===== src/rtl/pick_place_pkg.sv =====
// Shared types and constants for the pick-and-place job sequencer.
package pick_place_pkg;

  localparam int unsigned COORD_W = 32;

  localparam logic [COORD_W-1:0] HOME_X = 32'h0000_0000;
  localparam logic [COORD_W-1:0] HOME_Y = 32'h0019_6666;

  typedef enum logic [3:0] {
    ST_IDLE     = 4'd0,
    ST_HOME_TBL = 4'd1,
    ST_MOVE_TBL = 4'd2,
    ST_LOWER    = 4'd3,
    ST_GRIP     = 4'd4,
    ST_LIFT     = 4'd5,
    ST_RETURN   = 4'd6,
    ST_PLACE    = 4'd7,
    ST_RELEASE  = 4'd8,
    ST_STOW     = 4'd9,
    ST_CLR      = 4'd10,
    ST_FAULT    = 4'd11
  } state_e;

  typedef struct packed {
    logic [COORD_W-1:0] x;
    logic [COORD_W-1:0] y;
    logic [COORD_W-1:0] z;
  } job_t;

endpackage


===== src/rtl/pick_place_sequencer_job_fifo.sv =====
// Synchronous job FIFO with occupancy count; flush empties it and overrides push/pop.
module job_fifo #(
  parameter int unsigned DW    = 96,
  parameter int unsigned DEPTH = 4
) (
  input  logic                     clk,
  input  logic                     rst,
  input  logic                     flush,
  input  logic                     push,
  input  logic                     pop,
  input  logic [DW-1:0]            wdata,
  output logic [DW-1:0]            rdata,
  output logic                     full,
  output logic                     empty,
  output logic [$clog2(DEPTH):0]   level
);

  localparam int unsigned AW = $clog2(DEPTH);
  localparam int unsigned LW = AW + 1;

  logic [DW-1:0] mem_r [DEPTH];
  logic [AW-1:0] wr_ptr_r;
  logic [AW-1:0] rd_ptr_r;
  logic [LW-1:0] count_r;
  logic          do_push_s;
  logic          do_pop_s;

  assign empty     = (count_r == LW'(0));
  assign full      = (count_r == LW'(DEPTH));
  assign level     = count_r;
  assign rdata     = mem_r[rd_ptr_r];
  assign do_pop_s  = pop && !empty && !flush;
  // A full FIFO still takes a write when the head leaves on the same edge.
  assign do_push_s = push && (!full || do_pop_s) && !flush;

  // Storage array write port.
  always_ff @(posedge clk) begin
    if (do_push_s) begin
      mem_r[wr_ptr_r] <= wdata;
    end
  end

  // Pointers and occupancy count.
  always_ff @(posedge clk) begin
    if (rst || flush) begin
      wr_ptr_r <= AW'(0);
      rd_ptr_r <= AW'(0);
      count_r  <= LW'(0);
    end else begin
      if (do_push_s) begin
        wr_ptr_r <= wr_ptr_r + AW'(1);
      end
      if (do_pop_s) begin
        rd_ptr_r <= rd_ptr_r + AW'(1);
      end
      case ({do_push_s, do_pop_s})
        2'b10:   count_r <= count_r + LW'(1);
        2'b01:   count_r <= count_r - LW'(1);
        default: count_r <= count_r;
      endcase
    end
  end

endmodule


===== src/rtl/pick_place_sequencer.sv =====
// Pick-and-place job sequencer: queues x/y/z jobs, drives the table and the arm per job,
// waits on table arrival with timeouts, and supports abort and a sticky fault state.
module pick_place_sequencer #(
  parameter int unsigned    W         = pick_place_pkg::COORD_W,
  parameter int unsigned    DEPTH     = 4,
  parameter logic [W-1:0]   HOME_Y    = W'(pick_place_pkg::HOME_Y),
  parameter int unsigned    PULSE_CYC = 20,
  parameter int unsigned    T_LOWER   = 100_000_000,
  parameter int unsigned    T_GRIP    = 200_000_000,
  parameter int unsigned    T_LIFT    = 300_000_000,
  parameter int unsigned    T_TBL_TO  = 750_000_000
) (
  input  logic                   clk,
  input  logic                   rst,
  input  logic                   job_valid,
  output logic                   job_ready,
  input  logic [W-1:0]           job_x,
  input  logic [W-1:0]           job_y,
  input  logic [W-1:0]           job_z,
  input  logic                   abort,
  input  logic                   table_home,
  input  logic                   table_at,
  output logic                   table_start_n,
  output logic                   table_back_n,
  output logic [W-1:0]           table_dest,
  output logic [W-1:0]           arm_x,
  output logic [W-1:0]           arm_y,
  output logic                   arm_en1,
  output logic                   arm_en2,
  output logic                   catch,
  output logic                   clr,
  output logic                   busy,
  output logic                   done,
  output logic                   fault,
  output logic [$clog2(DEPTH):0] level
);

  import pick_place_pkg::*;

  localparam int unsigned  LW       = $clog2(DEPTH) + 1;
  localparam logic [W-1:0] HX       = W'(HOME_X);
  localparam logic [W-1:0] T_MAX    = {W{1'b1}};
  localparam logic [W-1:0] PULSE_W  = W'(PULSE_CYC);
  localparam logic [W-1:0] CLR_LAST = W'(PULSE_CYC - 1);
  localparam logic [W-1:0] LOWER_W  = W'(T_LOWER);
  localparam logic [W-1:0] GRIP_W   = W'(T_GRIP);
  localparam logic [W-1:0] LIFT_W   = W'(T_LIFT);
  localparam logic [W-1:0] TO_W     = W'(T_TBL_TO);

  state_e         state_r;
  state_e         state_nxt_s;
  logic [W-1:0]   timer_r;
  logic [W-1:0]   timer_nxt_s;
  logic           aborting_r;
  logic           aborting_nxt_s;
  logic           restart_s;
  logic [W-1:0]   jx_r;
  logic [W-1:0]   jy_r;
  logic [W-1:0]   jz_r;

  logic           push_s;
  logic           pop_s;
  logic           flush_s;
  logic           fifo_full_s;
  logic           fifo_empty_s;
  logic [3*W-1:0] fifo_rdata_s;
  logic [LW-1:0]  fifo_level_s;

  logic [W-1:0]   arm_x_nxt_s;
  logic [W-1:0]   arm_y_nxt_s;
  logic [W-1:0]   dest_nxt_s;
  logic           en1_nxt_s;
  logic           en2_nxt_s;
  logic           catch_nxt_s;
  logic           start_n_nxt_s;
  logic           back_n_nxt_s;
  logic           clr_nxt_s;
  logic           done_nxt_s;

  assign job_ready = !fifo_full_s;
  assign level     = fifo_level_s;
  assign push_s    = job_valid && job_ready;
  assign pop_s     = (state_r == ST_IDLE) && (state_nxt_s == ST_HOME_TBL);
  // Abort beats a simultaneous push; the queue is also held empty while faulted.
  assign flush_s   = abort || (state_nxt_s == ST_FAULT);

  job_fifo #(
    .DW    (3 * W),
    .DEPTH (DEPTH)
  ) u_job_fifo (
    .clk   (clk),
    .rst   (rst),
    .flush (flush_s),
    .push  (push_s),
    .pop   (pop_s),
    .wdata ({job_x, job_y, job_z}),
    .rdata (fifo_rdata_s),
    .full  (fifo_full_s),
    .empty (fifo_empty_s),
    .level (fifo_level_s)
  );

  // Next-state, abort handling and shared timer update.
  always_comb begin
    state_nxt_s    = state_r;
    aborting_nxt_s = aborting_r;
    restart_s      = 1'b0;
    if (abort && (state_r != ST_IDLE) && (state_r != ST_FAULT) && !aborting_r) begin
      state_nxt_s    = ST_RETURN;
      aborting_nxt_s = 1'b1;
      restart_s      = 1'b1;
    end else begin
      case (state_r)
        ST_IDLE: begin
          if (!abort && !fifo_empty_s) state_nxt_s = ST_HOME_TBL;
          else                         state_nxt_s = ST_IDLE;
        end
        ST_HOME_TBL: begin
          if (table_home && (timer_r >= PULSE_W)) begin
            if (jz_r == W'(0)) state_nxt_s = ST_LOWER;
            else               state_nxt_s = ST_MOVE_TBL;
          end else if (timer_r >= TO_W) begin
            state_nxt_s = ST_FAULT;
          end else begin
            state_nxt_s = ST_HOME_TBL;
          end
        end
        ST_MOVE_TBL: begin
          if (table_at && (timer_r >= PULSE_W)) state_nxt_s = ST_LOWER;
          else if (timer_r >= TO_W)             state_nxt_s = ST_FAULT;
          else                                  state_nxt_s = ST_MOVE_TBL;
        end
        ST_LOWER: begin
          if (timer_r >= LOWER_W) state_nxt_s = ST_GRIP;
          else                    state_nxt_s = ST_LOWER;
        end
        ST_GRIP: begin
          if (timer_r >= GRIP_W) state_nxt_s = ST_LIFT;
          else                   state_nxt_s = ST_GRIP;
        end
        ST_LIFT: begin
          if (timer_r >= LIFT_W) state_nxt_s = ST_RETURN;
          else                   state_nxt_s = ST_LIFT;
        end
        ST_RETURN: begin
          if (table_home && (timer_r >= PULSE_W)) begin
            if (aborting_r) state_nxt_s = ST_IDLE;
            else            state_nxt_s = ST_PLACE;
          end else if (timer_r >= TO_W) begin
            state_nxt_s = ST_FAULT;
          end else begin
            state_nxt_s = ST_RETURN;
          end
        end
        ST_PLACE: begin
          if (timer_r >= LOWER_W) state_nxt_s = ST_RELEASE;
          else                    state_nxt_s = ST_PLACE;
        end
        ST_RELEASE: begin
          if (timer_r >= GRIP_W) state_nxt_s = ST_STOW;
          else                   state_nxt_s = ST_RELEASE;
        end
        ST_STOW: begin
          if (timer_r >= LIFT_W) state_nxt_s = ST_CLR;
          else                   state_nxt_s = ST_STOW;
        end
        ST_CLR: begin
          if (timer_r >= CLR_LAST) state_nxt_s = ST_IDLE;
          else                     state_nxt_s = ST_CLR;
        end
        ST_FAULT: begin
          if (abort) state_nxt_s = ST_IDLE;
          else       state_nxt_s = ST_FAULT;
        end
        default: state_nxt_s = ST_IDLE;
      endcase
    end

    if ((state_nxt_s == ST_IDLE) || (state_nxt_s == ST_FAULT)) aborting_nxt_s = 1'b0;
    else                                                       aborting_nxt_s = aborting_nxt_s;

    if ((state_nxt_s != state_r) || restart_s) timer_nxt_s = W'(0);
    else if (timer_r == T_MAX)                 timer_nxt_s = timer_r;
    else                                       timer_nxt_s = timer_r + W'(1);
  end

  // Output values for the state being entered, so registered outputs line up with the state.
  always_comb begin
    arm_x_nxt_s   = HX;
    arm_y_nxt_s   = HOME_Y;
    en1_nxt_s     = 1'b0;
    en2_nxt_s     = 1'b1;
    catch_nxt_s   = 1'b0;
    start_n_nxt_s = 1'b1;
    back_n_nxt_s  = 1'b1;
    clr_nxt_s     = 1'b0;
    done_nxt_s    = 1'b0;
    case (state_nxt_s)
      ST_HOME_TBL: begin
        if (timer_nxt_s < PULSE_W) back_n_nxt_s = 1'b0;
        else                       back_n_nxt_s = 1'b1;
      end
      ST_MOVE_TBL: begin
        if (timer_nxt_s < PULSE_W) start_n_nxt_s = 1'b0;
        else                       start_n_nxt_s = 1'b1;
      end
      ST_LOWER, ST_GRIP, ST_PLACE, ST_RELEASE: begin
        arm_x_nxt_s = jx_r;
        arm_y_nxt_s = jy_r;
        en1_nxt_s   = 1'b1;
        en2_nxt_s   = 1'b0;
        catch_nxt_s = (state_nxt_s == ST_GRIP) || (state_nxt_s == ST_PLACE);
      end
      ST_LIFT: begin
        catch_nxt_s = 1'b1;
      end
      ST_RETURN: begin
        // The part rides home in the gripper unless the job was abandoned.
        catch_nxt_s = !aborting_nxt_s;
        if (timer_nxt_s < PULSE_W) back_n_nxt_s = 1'b0;
        else                       back_n_nxt_s = 1'b1;
      end
      ST_CLR: begin
        clr_nxt_s  = 1'b1;
        done_nxt_s = (timer_nxt_s == CLR_LAST);
      end
      default: begin
        catch_nxt_s = 1'b0;
      end
    endcase

    if ((state_r == ST_HOME_TBL) && ((state_nxt_s == ST_MOVE_TBL) || (state_nxt_s == ST_LOWER))) begin
      dest_nxt_s = jz_r;
    end else begin
      dest_nxt_s = table_dest;
    end
  end

  // State, timer and abort flag registers.
  always_ff @(posedge clk) begin
    if (rst) begin
      state_r    <= ST_IDLE;
      timer_r    <= W'(0);
      aborting_r <= 1'b0;
    end else begin
      state_r    <= state_nxt_s;
      timer_r    <= timer_nxt_s;
      aborting_r <= aborting_nxt_s;
    end
  end

  // Current job latched as it leaves the queue.
  always_ff @(posedge clk) begin
    if (rst) begin
      jx_r <= W'(0);
      jy_r <= W'(0);
      jz_r <= W'(0);
    end else if (pop_s) begin
      {jx_r, jy_r, jz_r} <= fifo_rdata_s;
    end
  end

  // Registered outputs.
  always_ff @(posedge clk) begin
    if (rst) begin
      arm_x         <= HX;
      arm_y         <= HOME_Y;
      arm_en1       <= 1'b0;
      arm_en2       <= 1'b1;
      catch         <= 1'b0;
      table_start_n <= 1'b1;
      table_back_n  <= 1'b1;
      table_dest    <= W'(0);
      clr           <= 1'b0;
      done          <= 1'b0;
      fault         <= 1'b0;
      busy          <= 1'b0;
    end else begin
      arm_x         <= arm_x_nxt_s;
      arm_y         <= arm_y_nxt_s;
      arm_en1       <= en1_nxt_s;
      arm_en2       <= en2_nxt_s;
      catch         <= catch_nxt_s;
      table_start_n <= start_n_nxt_s;
      table_back_n  <= back_n_nxt_s;
      table_dest    <= dest_nxt_s;
      clr           <= clr_nxt_s;
      done          <= done_nxt_s;
      fault         <= (state_nxt_s == ST_FAULT);
      busy          <= (state_nxt_s != ST_IDLE);
    end
  end

endmodule


===== config.mk =====
export PLATFORM = sky130hd
export DESIGN_NAME = pick_place_sequencer
export DESIGN_NICKNAME = d
export VERILOG_FILES = /design/src/rtl/pick_place_pkg.sv /design/src/rtl/pick_place_sequencer_job_fifo.sv /design/src/rtl/pick_place_sequencer.sv
export SDC_FILE = /design/constraint.sdc
export NUM_CORES = 1
export LEC_CHECK = 0
export CORE_MARGIN = 2
export CORE_UTILIZATION = 62
export DETAILED_ROUTE_END_ITERATION = 12
export GPL_TIMING_DRIVEN = 0
export PLACE_DENSITY = 0.84
export SLEW_MARGIN = 20
export SYNTH_ARGS = -nofsm -noshare
export SYNTH_HDL_FRONTEND = slang
export SYNTH_SLANG_ARGS = --single-unit

===== constraint.sdc =====
create_clock -name clk -period 34.7 [get_ports clk]
set_input_delay 6.94 -clock clk [delete_from_list [all_inputs] [get_ports clk]]
set_output_delay 6.94 -clock clk [all_outputs]
set_load 0.05 [all_outputs]

==> results.py <==
metrics = {
    "global_route": {
        "grt_pass1_wl_mm": 100,
        "grt_pass1_vias": 17100,
        "antenna_found_initial": 9,
        "grt_overflow": 0,
        "grt_max_degree": 17,
        "grt_use_total": 0.323,
    },
    "timing": {
        "clock_skew_ns": 0.0180,
        "slew_headroom": 0.344,
        "worst_slack_ns": 24.00,
        "slew_viol_final": 0,
        "final_hold_viol_count": 0,
        "rsz0062_at_grt": "false",
        "min_period_ns": 10.70,
        "whs_ns": 0.434,
        "setup_tns_ns": 0,
        "fmax_ghz": 0.0935,
        "tightest_slew_ns": 0.984,
        "period_share": 0.308,
        "setup_violations": 0,
    },
    "yosys": {
        "yosys.cell_types.count": 77,
        "ys_ff_latch": 629,
        "yosysWarningCount": 0,
        "ys_seq_area_frac": 0.666,
        "netlist_area_mm2": 0.0247,
        "synth_edf_count": 384,
        "ys_async_sr_fraction": 0,
        "synth_nets": 1937,
        "synth_top_flop_cell": "edfxtp_1",
        "synthCells": 1827,
        "syn_avg_cell_area_um2": 13.5,
    },
    "job": {
        "max_cap_violations": 0,
    },
    "status": {
        "status": "finished clean",
    },
    "clock_network": {
        "cts_made_buffers": 59,
        "ctsHtreeMaxLevel": 2,
        "path_clk_slew_ns": 0.07,
        "clock_sinks": 629,
        "clk-insertion-delay-late_ns": 0.62,
        "postCtsSetupRepairBufs": 0,
        "cts_resized": 0,
        "cts_tree": "yes",
        "cts_root_buf": "clkbuf_16",
        "hold_buffers": 0,
        "cts_buffer_depth": 3,
    },
    "placement": {
        "place.gp.congestion": 0.933,
        "port-buffer-count": 208,
        "detailed_place_hpwl_mm": 45.5,
        "place_ws_ns": 23.51,
    },
    "die": {
        "num_rows": 73,
        "die_x_um": 203,
        "core-area_mm2": 0.0395,
        "start_util": 0.625,
        "die_h_um": 203,
        "pin_count": 211,
        "dieArea_mm2": 0.0414,
    },
    "power_and_ir_drop": {
        "pwr-share-seq": 0.467,
        "p_leak_nw": 9.55,
        "power.density_mw_per_mm2": 59.3,
        "combPwrFrac": 0.155,
        "cell_internal_pwr_mw": 1.29,
        "switching_share": 0.273,
        "switchingPower_uw": 485,
        "vdd_drop_max_mv": 0.0575,
        "clkPwrFrac": 0.377,
    },
    "drt": {
        "num_vias": 17100,
        "drt-vias-per-instance": 6.28,
        "final_antenna_net_count": 0,
        "wl_per_cell_um": 24.5,
        "first_pass_iters": 5,
        "drc": 0,
        "drt-total-wl_mm": 67.0,
        "drt-initial-drc-count": 1782,
    },
    "critical_path": {
        "path_class": "in2reg",
        "endpoint_kind": "register",
        "worstPathMaxFanout": 7,
        "ff2ff_path_depth": 15,
        "crit_arrival_ns": 11.01,
        "start_kind": "primary input",
        "cp.required_ns": 35.01,
    },
    "layout": {
        "layout.nets": 2259,
        "drive_gt1_frac": 0.153,
        "synthToLayoutAreaGrowth_pct": 21.5,
    },
    "min_path": {
        "hold_path_class": "reg2reg",
        "hold_depth": 2,
    },
}
==> Yosys cell counts, types with 4 or more instances <==
| cell type | instances | area [um^2] |
|---|---|---|
| buf_2 | 18 | 90.1 |
| buf_1 | 15 | 56.3 |
| o31ai_1 | 39 | 293 |
| a21o_1 | 4 | 30.0 |
| nand2b_1 | 7 | 43.8 |
| buf_6 | 12 | 135 |
| nor4b_1 | 4 | 35.0 |
| nor4b_2 | 4 | 60.1 |
| dfxtp_1 | 245 | 4900 |
| a21oi_2 | 38 | 333 |
| or3_1 | 10 | 62.6 |
| o211a_1 | 7 | 70.1 |
| ha_1 | 7 | 87.6 |
| nand3_1 | 25 | 125 |
| nand2_1 | 280 | 1050 |
| nor2b_1 | 7 | 43.8 |
| nor4_1 | 20 | 125 |
| edfxtp_1 | 384 | 11500 |
| or2_2 | 5 | 31.3 |
| inv_1 | 17 | 63.8 |
| o21ai_0 | 15 | 75.1 |
| mux2i_1 | 5 | 50.1 |
| nand4_1 | 52 | 325 |
| a211o_1 | 14 | 123 |
| clkbuf_1 | 97 | 364 |
| xor2_1 | 19 | 166 |
| a21oi_1 | 159 | 796 |
| mux4_2 | 96 | 2160 |
| or4_1 | 5 | 37.5 |
| and3_1 | 7 | 43.8 |
| and4_1 | 10 | 87.6 |
| and2_1 | 8 | 50.1 |
| nor2_1 | 69 | 259 |
| nor3_1 | 31 | 155 |
| o2111ai_1 | 4 | 35.0 |
| xnor2_1 | 22 | 193 |
| a211oi_1 | 6 | 45.0 |
==> power groups by stage <==
stage	clock network [mW]	logic [mW]	registers (mW)
after detailed placement	0	0.270	0.846
final	0.671	0.276	0.831
after floorplan	0	0.143	0.875
after global placement	0	0.261	0.847
after global routing	0.702	0.292	0.832
after CTS	0.675	0.273	0.830
==> cells by family after synthesis <==
logic type,synth area share
mux,0.0897
xor+xnor,0.0146
flops,0.666
compound gates,0.0870
simple gates,0.108
buf+inv,0.0298
fa+ha+maj,0.00436
==> stage by stage <==
stage / util / area, um^2 / power, mW / std cells
3_5_place_dp: 0.708 / 27900 / 1.12 / 2613
4_1_cts: 0.759 / 29900 / 1.78 / 2724
6_report: 0.759 / 30000 / 1.78 / 2731
2_1_floorplan: - / 24700 / 1.02 / 1827
3_3_place_gp: 0.695 / 27400 / 1.11 / 2560
5_1_grt: 0.759 / 30000 / 1.83 / 2728
==> state kept, by name, indices dropped and copies added, names as in the netlist, 2 cells and up <==
signal               cells
u_job_fifo.level         3
u_job_fifo.wr_ptr_r      2
u_job_fifo.rd_ptr_r      2
jy_r                    32
jx_r                    32
arm_y                   32
timer_r                 32
state_r                  4
jz_r                    32
table_dest              32
u_job_fifo.mem_r       384
arm_x                   32
==> metal layers <==
layer  GRT usage  wire [um]  vias to the layer above
met3      0.0622       5720                      170
met5           0         28                        -
met4       0.143       2610                        4
met2       0.539      33200                      985
met1       0.417      25400                     8476
li1            -          -                     7507
==> worst max-delay path: stages <==
cell and delay (ns):
clkdlybuf4s50_1 0.54, nor2b_1 0.16, a211oi_1 0.06, a211oi_1 0.51
nor3_1 0.12, o21ai_1 0.49, nor3_2 0.17, nor4b_2 0.67
buf_2 0.35, buf_2 0.26, buf_2 0.25, buf_2 0.24
buf_2 0.24
==> final cells by class <==
class	instances	area [um^2]
clock buffer	91	1780
antenna	7	17.5
multi-input combinational	1035	7530
timing repair buffer	261	2560
tap	525	657
clock inverter	20	251
fill	2297	9490
buffer	145	669
sequential	629	16400
inverter	18	67.6
==> cell usage in the layout, fill, tap and decap left out, types with 8 or more instances in the layout <==
cell type | synthesis | layout
a21oi_1 | 159 | 159
buf_6 | 12 | 32
o21ai_0 | 15 | 15
o31ai_1 | 39 | 39
and2_1 | 8 | 8
a211o_1 | 14 | 14
clkinv_2 | 0 | 8
and4_1 | 10 | 10
edfxtp_1 | 384 | 384
clkbuf_8 | 0 | 14
buf_2 | 18 | 31
xor2_1 | 19 | 19
nand4_1 | 52 | 52
buf_4 | 3 | 18
nor4_1 | 20 | 20
nor2_1 | 69 | 69
dfxtp_1 | 245 | 245
clkbuf_1 | 97 | 113
buf_1 | 15 | 14
xnor2_1 | 22 | 22
mux4_2 | 96 | 96
nand3_1 | 25 | 25
nor3_1 | 31 | 31
a21oi_2 | 38 | 38
clkdlybuf4s50_1 | 0 | 208
nand2_1 | 280 | 280
or3_1 | 10 | 10
inv_1 | 17 | 17
clkbuf_16 | 0 | 61
==> final timing paths <==
check	startpoint	endpoint	slack [ns]
min	jx_r[20]	arm_x[20]	0.43
max reg2reg	timer_r[12]	u_job_fifo.mem_r[2][17]	29.44
min reg2reg	jx_r[20]	arm_x[20]	0.43
max	table_at	u_job_fifo.mem_r[2][17]	24.00
Power figures use the tool's default switching activity.
==> variant: new RTL, config.mk and constraints unchanged <==
Encoding of `state_e`: now Gray code (4 bits for 12 states).
--- a/src/rtl/pick_place_pkg.sv
+++ b/src/rtl/pick_place_pkg.sv
@@ -7,18 +7,18 @@
   localparam logic [COORD_W-1:0] HOME_Y = 32'h0019_6666;
 
   typedef enum logic [3:0] {
-    ST_IDLE     = 4'd0,
-    ST_HOME_TBL = 4'd1,
-    ST_MOVE_TBL = 4'd2,
-    ST_LOWER    = 4'd3,
-    ST_GRIP     = 4'd4,
-    ST_LIFT     = 4'd5,
-    ST_RETURN   = 4'd6,
-    ST_PLACE    = 4'd7,
-    ST_RELEASE  = 4'd8,
-    ST_STOW     = 4'd9,
-    ST_CLR      = 4'd10,
-    ST_FAULT    = 4'd11
+    ST_IDLE     = 4'b0000,
+    ST_HOME_TBL = 4'b0001,
+    ST_MOVE_TBL = 4'b0011,
+    ST_LOWER    = 4'b0010,
+    ST_GRIP     = 4'b0110,
+    ST_LIFT     = 4'b0111,
+    ST_RETURN   = 4'b0101,
+    ST_PLACE    = 4'b0100,
+    ST_RELEASE  = 4'b1100,
+    ST_STOW     = 4'b1101,
+    ST_CLR      = 4'b1111,
+    ST_FAULT    = 4'b1110
   } state_e;
 
   typedef struct packed {
Formal check against the unedited RTL: same outputs for any inputs over 4 cycles, from zero or initial values and one cycle with rst high; so few cycles prove little.
==> variant against the unedited design <==
Sequential cell count unchanged. First-iteration DRC count down 21%. Non-clock buffer count down 80. Routed wire length down 13%. Clock skew up 6.9 ps. Worst setup slack worse by 400 ps. Die area down 4.0%. Synthesized area down 4.1%. Design area down 4.0%. Critical path type unchanged.
Power is not compared: it rests on default switching activity, and its combinational part moved more than twofold at a synthesized area within 25%.
==> variant: results (changes against the unedited design) <==
[status]
status=finished, final reports clean  ; unchanged

[synthesis]
synthDistinctLibCells=73  ; was 77
postSynthAreaPerCell_um2=14.3  ; was 13.5 µm²
synth.area.top_cells=edfxtp_1, dfxtp_1, mux4_2  ; unchanged
synth_common_cells=edfxtp_1, dfxtp_1, nand2_1, a21oi_1, mux4_2  ; was edfxtp_1, nand2_1, dfxtp_1, a21oi_1, clkbuf_1
seq_area_frac_synth=0.695  ; was 0.666
syn-num-nets=1765  ; was 1937
async_flop_share=0  ; unchanged

[route]
drtIter0Drc=1416  ; was 1782
top_layer=met5  ; unchanged
avgViaCountPerCell=5.98  ; was 6.28
wl_met1_um=22300  ; was 25400 µm
vias=14900  ; was 17100
wl_per_cell_um=23.3  ; was 24.5 µm
wl_met3_um=4020  ; was 5720 µm
met2_length_um=29600  ; was 33200 µm

[grt]
grt_overflow=0  ; unchanged
antenna_found_initial=6  ; was 9
use_met1=0.374  ; was 0.417
grt_max_degree=43  ; was 17
grtUsageMet3=0.0506  ; was 0.0622
grt_pass1_wl_um=86000  ; was 100000 µm
grtUsageMet2=0.499  ; was 0.539
grt_usage=0.293  ; was 0.323

[clock_network]
clock_latency_ps=630
cts-buffers-inserted=58  ; was 59
root_buffer=clkbuf_16  ; unchanged
cts_resized=0  ; unchanged
cts_setup_buffers=0  ; unchanged

[worst_setup_path]
arrival_ps=11410  ; was 11010 ps
ff2ff_setup_slack_ps=30060  ; was 29440 ps
r2r_start=timer_r[18]  ; was timer_r[12]
cp_top_family=simple AND/OR/NAND/NOR gates  ; was buffers and inverters
crit-reg2reg-capture=u_job_fifo.mem_r[2][30]  ; was u_job_fifo.mem_r[2][17]
worst-path-max-fanout=41  ; was 7
cp_slowest_cell=clkdlybuf4s50_1  ; was nor4b_2
r2r_cells=12  ; was 15
cp-startpoint=abort  ; was table_at
crit_path_max_incr_delay_ps=590  ; was 670 ps
endpoint_kind=flop  ; unchanged

[sta]
hold_ws_ps=450  ; was 434 ps
fmax_ghz=0.0901  ; was 0.0935 GHz
skew_ps=24.9  ; was 18.0 ps
worst_pin_slew_ps=1000  ; was 984 ps

[worst_hold_path]
whs_path_depth=1  ; was 2
hold_path_end=arm_x[16]  ; was arm_x[20]
hold_class=reg -> reg  ; unchanged
hold_path_startpoint=jx_r[16]  ; was jx_r[20]

[final_layout]
largest_reg_flops=384  ; unchanged
layout-drive-gt1-share=0.130  ; was 0.153
nets=2043  ; was 2259
top_register=u_job_fifo.mem_r  ; unchanged

[placed_design]
pre_cts_ws_ps=23150  ; was 23510 ps
dp_hpwl_um=36500  ; was 45500 µm
numPortBuffers=210  ; was 208
dpl.cell_count=2384  ; was 2613
place.gp.congestion=0.869  ; was 0.933

[power_and_ir_drop]
clk-power_mw=0.694
p_comb_frac=0.056

[variant: cell type report]
type | count | area, µm²
Buffer | 108 | 475
Clock inverter | 27 | 372
Inverter | 17 | 63.8
Fill cell | 2158 | 8890
Sequential cell | 629 | 16400
Clock buffer | 83 | 1750
Timing Repair Buffer | 218 | 2320
Tap cell | 511 | 639
Antenna cell | 5 | 12.5
Multi-Input combinational cell | 901 | 6700
[variant: metrics by stage]
step                total power, mW  area [µm²]
finish                         1.60       28800
CTS                            1.60       28800
global placement              0.913       26400
floorplan                     0.876       23700
global route                   1.64       28800
detailed placement            0.917       26600
[variant: logic make-up (layout without fill, tap and decap cells)]
family / count (synthesis) / after routing / synth area share
flops: 629 / 629 / 0.695
compound gates: 189 / 189 / 0.0474
simple gates: 540 / 540 / 0.112
buf+inv: 125 / 453 / 0.0228
xor+xnor: 34 / 34 / 0.0126
other cells: 0 / 5 / 0
fa+ha+maj: 8 / 8 / 0.00455
mux: 130 / 130 / 0.106
